$ cat src/rtl/uart_pkg.sv
// Shared UART definitions: receiver state encoding, default rates and the
// oversampling divider calculation used by both RX and TX.
package uart_pkg;

  localparam int unsigned UART_CLK_FREQ = 50_000_000;
  localparam int unsigned UART_BAUD     = 115_200;

  typedef enum logic [2:0] {
    IDLE  = 3'd0,
    START = 3'd1,
    DATA  = 3'd2,
    STOP  = 3'd3,
    BREAK = 3'd4
  } rx_state_t;

  // Clocks per oversampling tick, rounded to nearest, never below 1.
  function automatic int unsigned uart_div(input int unsigned clk_freq,
                                           input int unsigned baud,
                                           input int unsigned os);
    longint unsigned den;
    longint unsigned q;
    den = 64'(baud) * 64'(os);
    if (den == 64'd0) return 1;
    q = (64'(clk_freq) + den / 64'd2) / den;
    if (q < 64'd1) q = 64'd1;
    return 32'(q);
  endfunction

endpackage

$ cat src/rtl/uart_baud_tick.sv
// Free-running clock divider producing a one-cycle tick every DIV clocks.
module uart_baud_tick #(
  parameter int unsigned DIV = 1
) (
  input  logic clk,
  input  logic rst,
  input  logic clr,
  output logic tick
);

  localparam int unsigned  CW   = (DIV > 1) ? $clog2(DIV) : 1;
  localparam logic [CW-1:0] LAST = CW'(DIV - 1);

  logic [CW-1:0] cnt;

  // Count 0..DIV-1 and wrap; clr realigns the phase.
  always_ff @(posedge clk) begin
    if (rst || clr) cnt <= '0;
    else if (cnt == LAST) cnt <= '0;
    else cnt <= cnt + 1'b1;
  end

  assign tick = (cnt == LAST);

endmodule

$ cat src/rtl/uart_rx_oversample.sv
// UART 8N1 receiver with oversampled majority-vote bit sampling and a
// valid/ready output handshake.
module uart_rx_oversample
  import uart_pkg::*;
#(
  parameter int unsigned CLK_FREQ   = UART_CLK_FREQ,
  parameter int unsigned BAUD       = UART_BAUD,
  parameter int unsigned OVERSAMPLE = 16,
  parameter int unsigned DATA_BITS  = 8
) (
  input  logic                 clk,
  input  logic                 rst,
  input  logic                 rxd,
  output logic [DATA_BITS-1:0] rx_data,
  output logic                 rx_valid,
  input  logic                 rx_ready,
  output logic                 frame_err,
  output logic                 overrun,
  output logic                 busy
);

  localparam int unsigned DIV = uart_div(CLK_FREQ, BAUD, OVERSAMPLE);
  localparam int unsigned PW  = $clog2(OVERSAMPLE);
  localparam int unsigned BW  = $clog2(DATA_BITS + 1);

  localparam logic [PW-1:0] PH_S0  = PW'(OVERSAMPLE / 2 - 1);
  localparam logic [PW-1:0] PH_S1  = PW'(OVERSAMPLE / 2);
  localparam logic [PW-1:0] PH_S2  = PW'(OVERSAMPLE / 2 + 1);
  localparam logic [PW-1:0] PH_END = PW'(OVERSAMPLE - 1);
  localparam logic [BW-1:0] LASTBIT = BW'(DATA_BITS - 1);

  rx_state_t            state;
  logic                 sync1, rxs, rxs_d;
  logic                 tick;
  logic [PW-1:0]        phase;
  logic [BW-1:0]        bitcnt;
  logic                 samp0, samp1;
  logic                 bit_val, data_pend;
  logic [DATA_BITS-1:0] shreg;
  logic                 maj, fall, mid, bit_end, load, stop_bad;

  uart_baud_tick #(.DIV(DIV)) u_tick (
    .clk  (clk),
    .rst  (rst),
    .clr  (1'b0),
    .tick (tick)
  );

  assign maj      = (samp0 & samp1) | (samp0 & rxs) | (samp1 & rxs);
  assign fall     = rxs_d & ~rxs;
  assign mid      = tick && (phase == PH_S2);
  assign bit_end  = tick && (phase == PH_END);
  assign load     = (state == STOP) && mid && maj;
  assign stop_bad = (state == STOP) && mid && !maj;
  assign busy     = (state != IDLE);

  // Two-flop synchronizer plus one delayed copy for falling-edge detect.
  always_ff @(posedge clk) begin
    if (rst) begin
      sync1 <= 1'b1;
      rxs   <= 1'b1;
      rxs_d <= 1'b1;
    end else begin
      sync1 <= rxd;
      rxs   <= sync1;
      rxs_d <= rxs;
    end
  end

  // Capture the first two of the three mid-bit samples; the third is live rxs.
  always_ff @(posedge clk) begin
    if (rst) begin
      samp0 <= 1'b0;
      samp1 <= 1'b0;
    end else if (tick) begin
      if (phase == PH_S0) samp0 <= rxs;
      if (phase == PH_S1) samp1 <= rxs;
    end
  end

  // Frame state machine. START hands over to DATA at mid-start-bit, so the
  // first bit end seen in DATA belongs to the start bit; data_pend marks that
  // a data-bit majority has been captured and is due to shift at bit end.
  always_ff @(posedge clk) begin
    if (rst) begin
      state     <= IDLE;
      phase     <= '0;
      bitcnt    <= '0;
      bit_val   <= 1'b0;
      data_pend <= 1'b0;
      shreg     <= '0;
    end else begin
      if (tick) phase <= (phase == PH_END) ? '0 : phase + 1'b1;
      case (state)
        IDLE: begin
          if (fall) begin
            state <= START;
            phase <= '0;
          end
        end
        START: begin
          if (mid) begin
            if (maj) state <= IDLE;
            else begin
              state     <= DATA;
              bitcnt    <= '0;
              data_pend <= 1'b0;
            end
          end
        end
        DATA: begin
          if (mid) begin
            bit_val   <= maj;
            data_pend <= 1'b1;
          end
          if (bit_end && data_pend) begin
            shreg     <= {bit_val, shreg[DATA_BITS-1:1]};
            data_pend <= 1'b0;
            bitcnt    <= bitcnt + 1'b1;
            if (bitcnt == LASTBIT) state <= STOP;
          end
        end
        STOP: begin
          if (mid) begin
            if (maj) state <= IDLE;
            else begin
              state <= BREAK;
              phase <= '0;
            end
          end
        end
        BREAK: begin
          if (!rxs) phase <= '0;
          else if (bit_end) begin
            state <= IDLE;
            phase <= '0;
          end
        end
        default: state <= IDLE;
      endcase
    end
  end

  // Output register, handshake and error pulses.
  always_ff @(posedge clk) begin
    if (rst) begin
      rx_data   <= '0;
      rx_valid  <= 1'b0;
      frame_err <= 1'b0;
      overrun   <= 1'b0;
    end else begin
      frame_err <= stop_bad;
      overrun   <= load && rx_valid && !rx_ready;
      if (load) begin
        rx_data  <= shreg;
        rx_valid <= 1'b1;
      end else if (rx_valid && rx_ready) begin
        rx_valid <= 1'b0;
      end
    end
  end

endmodule
$ cat config.mk
export PLATFORM = sky130hd
export DESIGN_NAME = uart_rx_oversample
export DESIGN_NICKNAME = d
export VERILOG_FILES = /design/src/rtl/uart_pkg.sv /design/src/rtl/uart_baud_tick.sv /design/src/rtl/uart_rx_oversample.sv
export SDC_FILE = /design/constraint.sdc
export NUM_CORES = 1
export LEC_CHECK = 0
export CAP_MARGIN = 15
export CORE_MARGIN = 2
export CORE_UTILIZATION = 40
export CTS_CLUSTER_DIAMETER = 50
export DETAILED_ROUTE_END_ITERATION = 10
export PLACE_DENSITY = 0.69
export SLEW_MARGIN = 30
export SYNTH_ARGS = -nofsm -noshare
export SYNTH_HDL_FRONTEND = slang
export SYNTH_SLANG_ARGS = --single-unit
$ cat constraint.sdc
create_clock -name clk -period 1.8 [get_ports clk]
set_clock_uncertainty 0.15 [all_clocks]
set_input_delay 0.18 -clock clk [delete_from_list [all_inputs] [get_ports clk]]
set_output_delay 0.18 -clock clk [all_outputs]
set_load 0.01 [all_outputs]
### Word level (Yosys, flattened, before mapping)

Cells that the tools add are included.

* $add $sub $neg: 3
* multiply operators: 0
* div/mod/pow operators: 0
* order comparisons: 0
* eq/ne operators: 19
* shift operators: 0
* muxes and demuxes: 29
* bitwise logic cells: 7
* reduce and logical (&&, ||, !) cells: 23

Operator list (number)
* $mux W4: 10
* $mux W3: 8
* $ne A2 B2 Y1 const B: 8
* $pmux W3 S5: 1
* $eq A4 B4 Y1 const B: 3
* $pmux W4 S3: 1
* $logic_and A1 B1 Y1: 9
* $add A4 B1 Y4 const B: 2
* $eq A4 B3 Y1 const B: 2
* $pmux W4 S2: 1
* $reduce_and A2 Y1: 4
* $reduce_and A4 Y1: 2
* $reduce_and A7 Y1: 1
* $eq A3 B2 Y1 const B: 2
* $mux W1: 6
* $add A5 B1 Y5 const B: 1
* $eq A5 B5 Y1 const B: 1
* $and A1 B1 Y1: 4
* $reduce_bool A2 Y1: 2
* $eq A3 B1 Y1 const B: 1
* $eq A3 B3 Y1 const B: 1
* $logic_not A3 Y1: 1
* $ne A3 B3 Y1 const B: 1
* $reduce_bool A3 Y1: 1
* other kinds (6): 8

* bits in registers: 42
* bits in latches: 0
* bits in writable memories: 0
* bits in read-only memories: 0
* input bits: 4
* output and inout port bits: 12
* logic and storage cells: 97
* memories: 0

### Depth between registers and ports, before layout

Gate-level depths: netlist of the first run.

* depth in word-level cells: 6
* mapped depth: 7

### Modules after synthesis

From an unflattened synthesis of the first run, not the netlist that was laid out.

* cells, all modules: 208
* area total of the unflattened synthesis: 1846.8 um^2

By module, submodules not included
* uart_rx_oversample: times used 1, cells each 188, area an instance 1641.6 um^2, seq. area each 740.7 um^2
* uart_baud_tick: times used 1, cells each 20, area an instance 205.2 um^2, seq. area each 100.1 um^2

### Least setup slack after synthesis of the first run

Ideal clock, no wire load.

* path type: reg2reg
* start point: reg u_tick.cnt[0]
* end point: reg rx_data[7]
* library setup time: 0.128 ns
* arrival time: 1.577 ns
* setup slack: -0.055 ns
* stages on the path, launching flop included: 8
* period minus slack after synthesis: 1.855 ns
* cell sequence: dfxtp_1 inv_1 ha_1 nand4b_4 or4b_1 buf_6 mux2i_1 nor2_1

* word-level cells in the longest chain between the ends: 4

Ends and longest elaborated chain
* start, declared: line uart_baud_tick.sv:14 `logic [CW-1:0] cnt;`
* start signal, assigned: line uart_baud_tick.sv:20 `else cnt <= cnt + 1'b1;`
* $eq A5 B5 Y1: line uart_baud_tick.sv:23 `assign tick = (cnt == LAST);`
* $logic_and A1 B1 Y1: line uart_rx_oversample.sv:51 `assign mid = tick && (phase == PH_S2);`
* $logic_and A1 B1 Y1 (2 in a row): line uart_rx_oversample.sv:53 `assign load = (state == STOP) && mid && maj;`
* end signal, assigned: line uart_rx_oversample.sv:155 `rx_data <= shreg;`
* end, declared: line uart_rx_oversample.sv:14 `output logic [DATA_BITS-1:0] rx_data,`

No other way between the ends.
A chain may end at the register's enable or synchronous reset.

### Worst setup path after layout of the first run

Ends and elaborated chain as after synthesis.

==> results.sh, run 1 <==
export IMPL_outcome="finished with violations"
export IMPL_violations="negative setup slack"
export IMPL_htree_levels=2
export IMPL_layout_setup_ws_ps=-44.1
export IMPL_r2r_end="rx_data[7]$_SDFFE_PP0P_"
export IMPL_grt_max_degree=26
export IMPL_total_leakage_power_nw=1.07
export IMPL_slew_viol_final=0
export IMPL_utilization=0.568
export IMPL_async_flop_share=0
export IMPL_hold_depth=1
export IMPL_clkLatencyLatePin_ps=290
export IMPL_viasPerCell=5.24
export IMPL_instances_no_fill=292
export IMPL_gp_congestion=0.840
export IMPL_cpPeakStageDelay_ps=580
export IMPL_rsz0062_at_grt="yes"
export IMPL_cellPowerDensity_nw_per_um2=751
export IMPL_period_needed_ps=1840
export IMPL_tightestPinTransition_ps=317
export IMPL_ys_types=48
export IMPL_ioPinCount=16
export IMPL_floorplan_die_area_um2=5200
export IMPL_worstPathMaxFanout=5
export IMPL_final_common_cell="dfxtp_1"
export IMPL_fin_nets=249
export IMPL_cts_tree="done"
export IMPL_crit_buf_inv=2
export IMPL_start_util=0.421
export IMPL_synth_edf_count=0
export IMPL_syn_instance_count=195
export IMPL_ys_seq_area_frac=0.453
export IMPL_min_delay_start="sync1$_SDFF_PP1_"
export IMPL_hpwl_mm=2.61
export IMPL_grt_pass1_wl_mm=6.36
export IMPL_die_width_um=72.1
export IMPL_critPathSlowestCell="or4b_4"
export IMPL_slew_headroom=0.787
export IMPL_antenna_found_initial=0
export IMPL_grt_pass1_vias=1405
export IMPL_cp_start_kind="flip-flop"
export IMPL_first_iter_violations=85
export IMPL_cts_hold_buf=0
export IMPL_reg2reg_from="u_tick.cnt[0]$_SDFF_PP0_"
export IMPL_port_buffers=15
export IMPL_netlist_area_um2=1860
export IMPL_wl_per_cell_um=13.6
export IMPL_path_clk_slew_ps=80
export IMPL_clock_fmax_mhz=542
export IMPL_path_cells="inv_2 -> ha_4 -> nand4b_4 -> or4b_4 -> buf_6 -> mux2i_1 -> nor2_1"
export IMPL_vias=1530
export IMPL_layout_area_overhead_vs_synth_pct=35.1
export IMPL_design_area_um2=2510
export IMPL_ant_nets=0
export IMPL_drive_gt1_frac=0.288
export IMPL_arrival_ps=1880
export IMPL_worstHoldPathType="flip-flop to flip-flop"
export IMPL_placed_cells=278
export IMPL_fp_row_count=24
export IMPL_fin_total_pwr_mw=1.88
export IMPL_placement_setup_worst_slack_ps=-57.0
export IMPL_ys_warn_count=0
export IMPL_gr_total_overflow=0
export IMPL_cts_max_path_buffers=2
export IMPL_crit_path_end_kind="flip-flop"
export IMPL_setup_viol=8
export IMPL_synth_area_per_cell_um2=9.52
export IMPL_reg2reg_setup_slack_ps=-40
export IMPL_place_area_um2=2240
export IMPL_r2r_cells=7
export IMPL_antennaDiodeCount=0
export IMPL_clock_sinks=42
export IMPL_hold_path_end="rxs$_SDFF_PP1_"
export IMPL_final_cell_mix="37 x dfxtp_1, 28 x nor2_1, 26 x buf_4"
export IMPL_numCtsBuffers=5
export IMPL_synth_seq_cells=42
export IMPL_cts_root_buf="clkbuf_8"
export IMPL_cp_required_ps=1830
export IMPL_drcViolationCount=0
export IMPL_critPathKind="flip-flop to flip-flop"
export IMPL_hold_viol=0
export IMPL_track_usage=0.156
export IMPL_finalCritPeriodShare=1.02
export IMPL_wl_mm=3.97
export IMPL_drtPass1Iterations=4
export IMPL_core_area_um2=4410
export IMPL_ir_drop_uv=589
export IMPL_critPathTopFamily="simple AND/OR/NAND/NOR gates"
export IMPL_dieHeight_um=72.1
export IMPL_synth_nets=205
export IMPL_ys_flop_type="dfxtp_1"
export IMPL_max_cap_viol_count=0
-- kinds of logic after synthesis --
family,count (synthesis),synth area share
xor+xnor,5,0.0236
buf+inv,16,0.0424
flops,42,0.453
simple gates,81,0.251
fa+ha+maj,7,0.0458
compound gates,26,0.0876
mux,18,0.0970
-- worst reg2reg max path, stage by stage (launching register included) --
cell	delay [ps]
dfxtp_2	330
inv_2	50
ha_4	130
nand4b_4	120
or4b_4	580
buf_6	160
mux2i_1	160
nor2_1	60
-- where the power goes --
| part | leakage [nW] | switching, mW | internal [mW] |
|---|---|---|---|
| sequential | 0.341 | 0.0191 | 0.945 |
| combinational | 0.680 | 0.0908 | 0.0937 |
| clock | 0.0514 | 0.321 | 0.414 |
-- registers in the layout (all words and copies together), names as in the netlist --
register / cells
samp0: 1
rx_data: 8
rxs: 1
sync1: 1
rx_valid: 1
samp1: 1
frame_err: 1
data_pend: 1
rxs_d: 1
overrun: 1
state: 3
shreg: 8
u_tick.cnt: 5
bit_val: 1
phase: 4
bitcnt: 4
-- synth_stat cells (all sizes together) (3+ instances only) --
cell / instances / area, µm²
dfxtp: 42 / 841
nor2: 28 / 105
mux2i: 18 / 180
a21oi: 11 / 55.1
nand2: 11 / 41.3
nor3: 7 / 40.0
ha: 6 / 75.1
inv: 6 / 22.5
buf: 5 / 36.3
clkbuf: 5 / 20.0
o21ai: 5 / 25.0
nand3: 4 / 20.0
and2: 3 / 18.8
and3: 3 / 18.8
nand3b: 3 / 35.0
nor4: 3 / 18.8
xor2: 3 / 26.3
-- final cells by class --
cell class,instances,area [µm²]
Clock buffer,6,72.6
Sequential cell,42,847
Tap cell,52,65.1
Fill cell,377,1910
Inverter,6,22.5
Timing Repair Buffer,47,434
Multi-Input combinational cell,137,1030
Clock inverter,2,37.5
-- stage by stage --
| step | hold WS (ps) | TNS, ps |
|---|---|---|
| after floorplan | 134 | 0 |
| after global placement | 244 | -215 |
| after detailed placement | 252 | -404 |
| after CTS | 274 | -105 |
| after global routing | 288 | -1280 |
| final | 269 | -132 |
-- repair_timing --
item / in CTS / in global routing
pin swaps: 0 / 13
gates cloned: 1 / 1
gates resized for setup: 9 / 15
endpoints found under the hold margin: 0 / 0
buffers inserted: 1 / 3
endpoints found under the setup margin: 21 / 26
-- worst max-delay path by stage --
stage / from / depth (start not counted) / to / slack [ps]
after floorplan: u_tick.cnt[1]$_SDFF_PP0_ / 6 / rx_data[7]$_SDFFE_PP0P_ / 10
after CTS: u_tick.cnt[0]$_SDFF_PP0_ / 7 / rx_data[7]$_SDFFE_PP0P_ / -30
after global routing: u_tick.cnt[0]$_SDFF_PP0_ / 7 / rx_data[7]$_SDFFE_PP0P_ / -110
final: u_tick.cnt[0]$_SDFF_PP0_ / 7 / rx_data[7]$_SDFFE_PP0P_ / -40
after detailed placement: phase[1]$_SDFF_PP0_ / 7 / rx_data[6]$_SDFFE_PP0P_ / -60
after global placement: phase[1]$_SDFF_PP0_ / 7 / rx_data[4]$_SDFFE_PP0P_ / -30
-- per-layer routing --
layer	track usage	wire (µm)	share of wire	vias to the layer above
li1	-	-	-	770
met1	0.215	1930	0.49	716
met2	0.233	1770	0.45	37
met3	0.0403	196	0.049	7
met4	0.0629	73	0.018	0
met5	0	0	0	-
No activity file was read; power rests on OpenSTA's default activity.
==> run 2, diff against run 1 <==
--- a/config.mk
+++ b/config.mk
@@ -7,11 +7,12 @@
 export LEC_CHECK = 0
 export CAP_MARGIN = 15
 export CORE_MARGIN = 2
-export CORE_UTILIZATION = 40
+export CORE_UTILIZATION = 44
 export CTS_CLUSTER_DIAMETER = 50
 export DETAILED_ROUTE_END_ITERATION = 10
-export PLACE_DENSITY = 0.69
-export SLEW_MARGIN = 30
+export GPL_TIMING_DRIVEN = 0
+export PLACE_DENSITY = 0.74
+export SLEW_MARGIN = 20
 export SYNTH_ARGS = -nofsm -noshare
 export SYNTH_HDL_FRONTEND = slang
 export SYNTH_SLANG_ARGS = --single-unit
==> run 2 against run 1 <==
Effect of this change:
- the flow still finishes with violations (negative setup slack)
- wire length decreased by 3.8%
- clock power fell by 17%
- power decreased by 8.2%
- utilization down 0.62 points
- sequential cell count unchanged
- hold slack lost 100 ps
- non-clock buffer count shrank 21
- cell area fell by 9.7%
- sequential power decreased by 1%
- first-iteration DRC count grew 34%
- combinational power fell by 8%
- largest cell class unchanged
- largest power group unchanged
==> results.sh, run 2 (synthesis gave the netlist of run 1 again) <==
export IMPL_instances_no_fill=270
export IMPL_finalCritPeriodShare=1.01
export IMPL_cellPowerDensity_nw_per_um2=763
export IMPL_cp_required_ps=1820
export IMPL_cts_root_buf="clkbuf_8"
export IMPL_clock_fmax_mhz=549
export IMPL_grt_pass1_wl_mm=6.12
export IMPL_hold_depth=2
export IMPL_total_leakage_power_nw=0.953
export IMPL_dieHeight_um=69.0
export IMPL_reg2reg_setup_slack_ps=-20
export IMPL_cts_tree="done"
export IMPL_ant_nets=0
export IMPL_ir_drop_uv=567
export IMPL_tightestPinTransition_ps=517
export IMPL_worstHoldPathType="input pin to flip-flop"
export IMPL_hold_viol=0
export IMPL_slew_viol_final=0
export IMPL_wl_mm=3.82
export IMPL_floorplan_die_area_um2=4760
export IMPL_arrival_ps=1840
export IMPL_viasPerCell=5.46
export IMPL_cp_start_kind="flip-flop"
export IMPL_gp_congestion=0.818
export IMPL_layout_area_overhead_vs_synth_pct=22.0
export IMPL_ioPinCount=16
export IMPL_outcome="finished with violations"
export IMPL_period_needed_ps=1820
export IMPL_setup_viol=7
export IMPL_vias=1474
export IMPL_antenna_found_initial=0
export IMPL_antennaDiodeCount=0
export IMPL_hold_path_end="phase[0]$_SDFF_PP0_"
export IMPL_fp_row_count=23
export IMPL_grt_max_degree=15
export IMPL_reg_top3="rx_data x8, shreg x8, u_tick.cnt x5"
export IMPL_reg2reg_from="u_tick.cnt[0]$_SDFF_PP0_"
export IMPL_critPathKind="flip-flop to flip-flop"
export IMPL_whs_ps=166
export IMPL_start_util=0.461
export IMPL_htree_levels=2
export IMPL_violations="negative setup slack"
export IMPL_grt_pass1_vias=1306
export IMPL_cts_hold_buf=0
export IMPL_min_delay_start="rst"
export IMPL_clkLatencyLatePin_ps=300
export IMPL_first_iter_violations=114
export IMPL_fin_total_pwr_mw=1.73
export IMPL_drtPass1Iterations=4
export IMPL_hpwl_mm=2.52
export IMPL_max_cap_viol_count=0
export IMPL_port_buffers=14
export IMPL_wl_per_cell_um=14.1
export IMPL_placed_cells=259
export IMPL_numCtsBuffers=5
export IMPL_final_cell_mix="36 x dfxtp_1, 28 x nor2_1, 18 x mux2i_1"
export IMPL_worstPathMaxFanout=5
export IMPL_path_clk_slew_ps=80
export IMPL_fin_nets=229
export IMPL_crit_path_end_kind="flip-flop"
export IMPL_r2r_cells=6
export IMPL_drive_gt1_frac=0.200
export IMPL_core_area_um2=4030
export IMPL_rsz0062_at_grt="yes"
export IMPL_clock_sinks=42
export IMPL_utilization=0.562
export IMPL_cts_max_path_buffers=2
export IMPL_r2r_end="rx_data[5]$_SDFFE_PP0P_"
export IMPL_die_width_um=69.0
export IMPL_layout_setup_ws_ps=-21.8
export IMPL_final_common_cell="dfxtp_1"
export IMPL_drcViolationCount=0
export IMPL_slew_headroom=0.656
export IMPL_track_usage=0.175
export IMPL_gr_total_overflow=0
## run 2: routing by layer
layer / up-vias / track usage / part of all wire
met5: - / 0 / 0
met4: 0 / 0.0564 / 0.013
li1: 733 / - / -
met3: 7 / 0.0519 / 0.065
met1: 699 / 0.241 / 0.47
met2: 35 / 0.262 / 0.45
## run 2: worst max-delay path by stage
stage,startpoint,to,cells past startpoint
final,u_tick.cnt[0]$_SDFF_PP0_,rx_data[5]$_SDFFE_PP0P_,6
after global routing,state[0]$_SDFFE_PP0P_,rx_data[5]$_SDFFE_PP0P_,5
after CTS,u_tick.cnt[0]$_SDFF_PP0_,rx_data[5]$_SDFFE_PP0P_,6
after detailed placement,u_tick.cnt[1]$_SDFF_PP0_,rx_data[5]$_SDFFE_PP0P_,6
after global placement,u_tick.cnt[1]$_SDFF_PP0_,rx_data[5]$_SDFFE_PP0P_,6
after floorplan,u_tick.cnt[1]$_SDFF_PP0_,rx_data[7]$_SDFFE_PP0P_,6
## run 2: repair_timing
action                                  CTS  global route
gates resized for setup                  15             9
cloned                                    1             1
buffers inserted                          2             0
pin swaps                                 2             5
endpoints found under the setup margin   25            27
## run 2: metrics by stage
stage | TNS [ps] | cell area (µm²) | setup WS, ps
finish | -55.8 | 2260 | -21.8
global route | -834 | 2260 | -137
CTS | -128 | 2230 | -28.8
detailed placement | -1250 | 2080 | -122
global placement | -1260 | 2080 | -111
floorplan | 0 | 1880 | 12.7
## run 2: power by group
part / switching, mW / leakage [nW] / internal (mW)
Combinational: 0.0888 / 0.562 / 0.0811
Clock: 0.335 / 0.0483 / 0.273
Sequential: 0.00882 / 0.342 / 0.942
Total: 0.432 / 0.953 / 1.30
## run 2: critical path, stage by stage (launching register included)
cell and delay [ps]:
dfxtp_2 330, inv_2 60, ha_4 140, nand4b_4 150, or4b_4 620, mux2i_1 190, nor2_1 50
## run 2: cell type report
class / count / area [µm²]
plain buffers: 9 / 57.6
clock buffers: 5 / 68.8
clock inverters: 3 / 18.8
fillers: 379 / 1760
inverters: 6 / 22.5
multi-input cells: 138 / 1020
flip-flops and latches: 42 / 851
well taps: 50 / 62.6
repair buffers: 17 / 161
==> run 3, diff against run 2 <==
--- a/config.mk
+++ b/config.mk
@@ -6,6 +6,7 @@
 export NUM_CORES = 1
 export LEC_CHECK = 0
 export CAP_MARGIN = 15
+export CORE_ASPECT_RATIO = 0.9
 export CORE_MARGIN = 2
 export CORE_UTILIZATION = 44
 export CTS_CLUSTER_DIAMETER = 50
==> run 3 against run 2 <==
Effect of this change:
- the run still ends with negative setup slack left
- final cell count grew 0.37%
- register-to-register slack is essentially flat
- non-clock buffer count grew 3
- global-route usage shrank 1.2 points
- wire length grew 2.6%
- clock power shrank 1%
- combinational power shrank 8%
- via count grew 0.14%
- cell area grew 0.77%
==> results.sh, run 3 (synthesis gave the netlist of run 1 again) <==
export IMPL_setup_viol=6
export IMPL_crit_path_end_kind="flip-flop"
export IMPL_placement_setup_worst_slack_ps=-132
export IMPL_path_clk_slew_ps=80
export IMPL_violations="negative setup slack"
export IMPL_max_cap_viol_count=0
export IMPL_fillers=368
export IMPL_critPathSlowestCell="or4_4"
export IMPL_tightestPinTransition_ps=489
export IMPL_ir_drop_uv=553
export IMPL_slew_viol_final=0
export IMPL_viasPerCell=5.45
export IMPL_critPathKind="flip-flop to flip-flop"
export IMPL_multiInputGateArea_um2=1020
export IMPL_antenna_found_initial=0
export IMPL_outcome="finished with violations"
export IMPL_finalCritPeriodShare=1.02
export IMPL_slew_headroom=0.674
export IMPL_antennaDiodeCount=0
export IMPL_rsz0062_at_grt="yes"
export IMPL_fp_row_count=22
export IMPL_core_area_um2=4070
export IMPL_cts_hold_buf=0
export IMPL_regArea_um2=851
export IMPL_cts_root_buf="clkbuf_8"
export IMPL_layout_area_overhead_vs_synth_pct=22.9
export IMPL_grt_pass1_wl_mm=5.96
export IMPL_clock_fmax_mhz=547
export IMPL_hpwl_mm=2.46
export IMPL_cp_required_ps=1820
export IMPL_gr_total_overflow=0
export IMPL_dieHeight_um=65.6
export IMPL_htree_levels=2
export IMPL_hold_viol=0
export IMPL_ioPinCount=16
export IMPL_drtPass1Iterations=4
export IMPL_critPathTopFamily="simple AND/OR/NAND/NOR gates"
export IMPL_final_cell_mix="36 x dfxtp_1, 28 x nor2_1, 18 x mux2i_1"
export IMPL_cellPowerDensity_nw_per_um2=749
export IMPL_cts_tree="done"
export IMPL_arrival_ps=1850
export IMPL_fin_nets=232
export IMPL_ant_nets=0
export IMPL_period_needed_ps=1830
export IMPL_drive_gt1_frac=0.215
export IMPL_worstHoldPathType="input pin to flip-flop"
export IMPL_crit_buf_inv=2
export IMPL_cts_max_path_buffers=2
export IMPL_tns_ps=-74.3
export IMPL_layout_setup_ws_ps=-28.2
export IMPL_floorplan_die_area_um2=4760
export IMPL_die_width_um=72.5
export IMPL_numCtsBuffers=5
export IMPL_wl_mm=3.92
export IMPL_cpPeakStageDelay_ps=520
export IMPL_clock_sinks=42
export IMPL_total_leakage_power_nw=0.968
export IMPL_start_util=0.456
export IMPL_path_cells="inv_2 -> ha_4 -> nand4b_4 -> buf_6 -> or4_4 -> a21oi_2 -> nor3_1"
export IMPL_gp_congestion=0.825
export IMPL_cp_start_kind="flip-flop"
export IMPL_vias=1476
export IMPL_clkLatencyLatePin_ps=300
export IMPL_track_usage=0.164
export IMPL_grt_pass1_vias=1344
export IMPL_port_buffers=14
export IMPL_wl_per_cell_um=14.5
export IMPL_final_common_cell="dfxtp_1"
export IMPL_drcViolationCount=0
export IMPL_grt_max_degree=15
export IMPL_reg_top3="rx_data x8, shreg x8, u_tick.cnt x5"
export IMPL_worstPathMaxFanout=4
export IMPL_first_iter_violations=75
-- run 3: changes by cell type in the layout (fill, tap and decap cells not counted), sizes merged --
cell | previous run | this run
buf | 7 | 9
clkbuf | 10 | 11
-- run 3: final timing paths --
kind / to / start / cells after the start / slack, ps
max: data_pend$_SDFFE_PP0P_ / u_tick.cnt[0]$_SDFF_PP0_ / 7 / -30
max reg2reg: data_pend$_SDFFE_PP0P_ / u_tick.cnt[0]$_SDFF_PP0_ / 7 / -30
min: phase[0]$_SDFF_PP0_ / rst / 2 / 190
min reg2reg: u_tick.cnt[0]$_SDFF_PP0_ / u_tick.cnt[0]$_SDFF_PP0_ / 1 / 270
-- run 3: per-layer routing --
layer | vias to the layer above | GRT usage | part of all wire
li1 | 740 | - | -
met1 | 693 | 0.209 | 0.49
met2 | 37 | 0.263 | 0.46
met3 | 6 | 0.0460 | 0.040
met4 | 0 | 0.0625 | 0.015
met5 | - | 0 | 0
-- run 3: worst reg2reg max path: stages (launching register included) --
cell and delay, ps:
dfxtp_2 330, inv_2 60, ha_4 130, nand4b_4 150
buf_6 160, or4_4 520, a21oi_2 150, nor3_1 50
-- run 3: layout make-up --
type,instances,area share
Clock buffer,5,0.0302
Multi-Input combinational cell,138,0.446
Timing Repair Buffer,20,0.0811
Buffer,9,0.0252
Inverter,6,0.00987
Sequential cell,42,0.373
Clock inverter,3,0.00822
Tap cell,48,0.0263
-- run 3: through the flow --
step	cell area (µm²)	cells	hold WS (ps)	power [mW]	utilization
2_1_floorplan	1880	195	134	1.07	-
3_3_place_gp	2080	257	249	1.11	0.510
3_5_place_dp	2080	257	248	1.11	0.510
4_1_cts	2210	267	201	1.71	0.541
5_1_grt	2280	271	246	1.78	0.560
6_report	2280	271	187	1.71	0.560
-- run 3: power breakdown --
part | leakage (nW) | switching [mW] | internal (mW)
combinational | 0.577 | 0.0856 | 0.0706
clock | 0.0483 | 0.328 | 0.273
sequential | 0.343 | 0.00984 | 0.943
-- run 3: repair_timing --
action	in CTS	in global routing
pin swaps	2	11
gates cloned	0	3
gates resized for setup	9	17
setup endpoints to repair	25	28
setup buffers	2	2
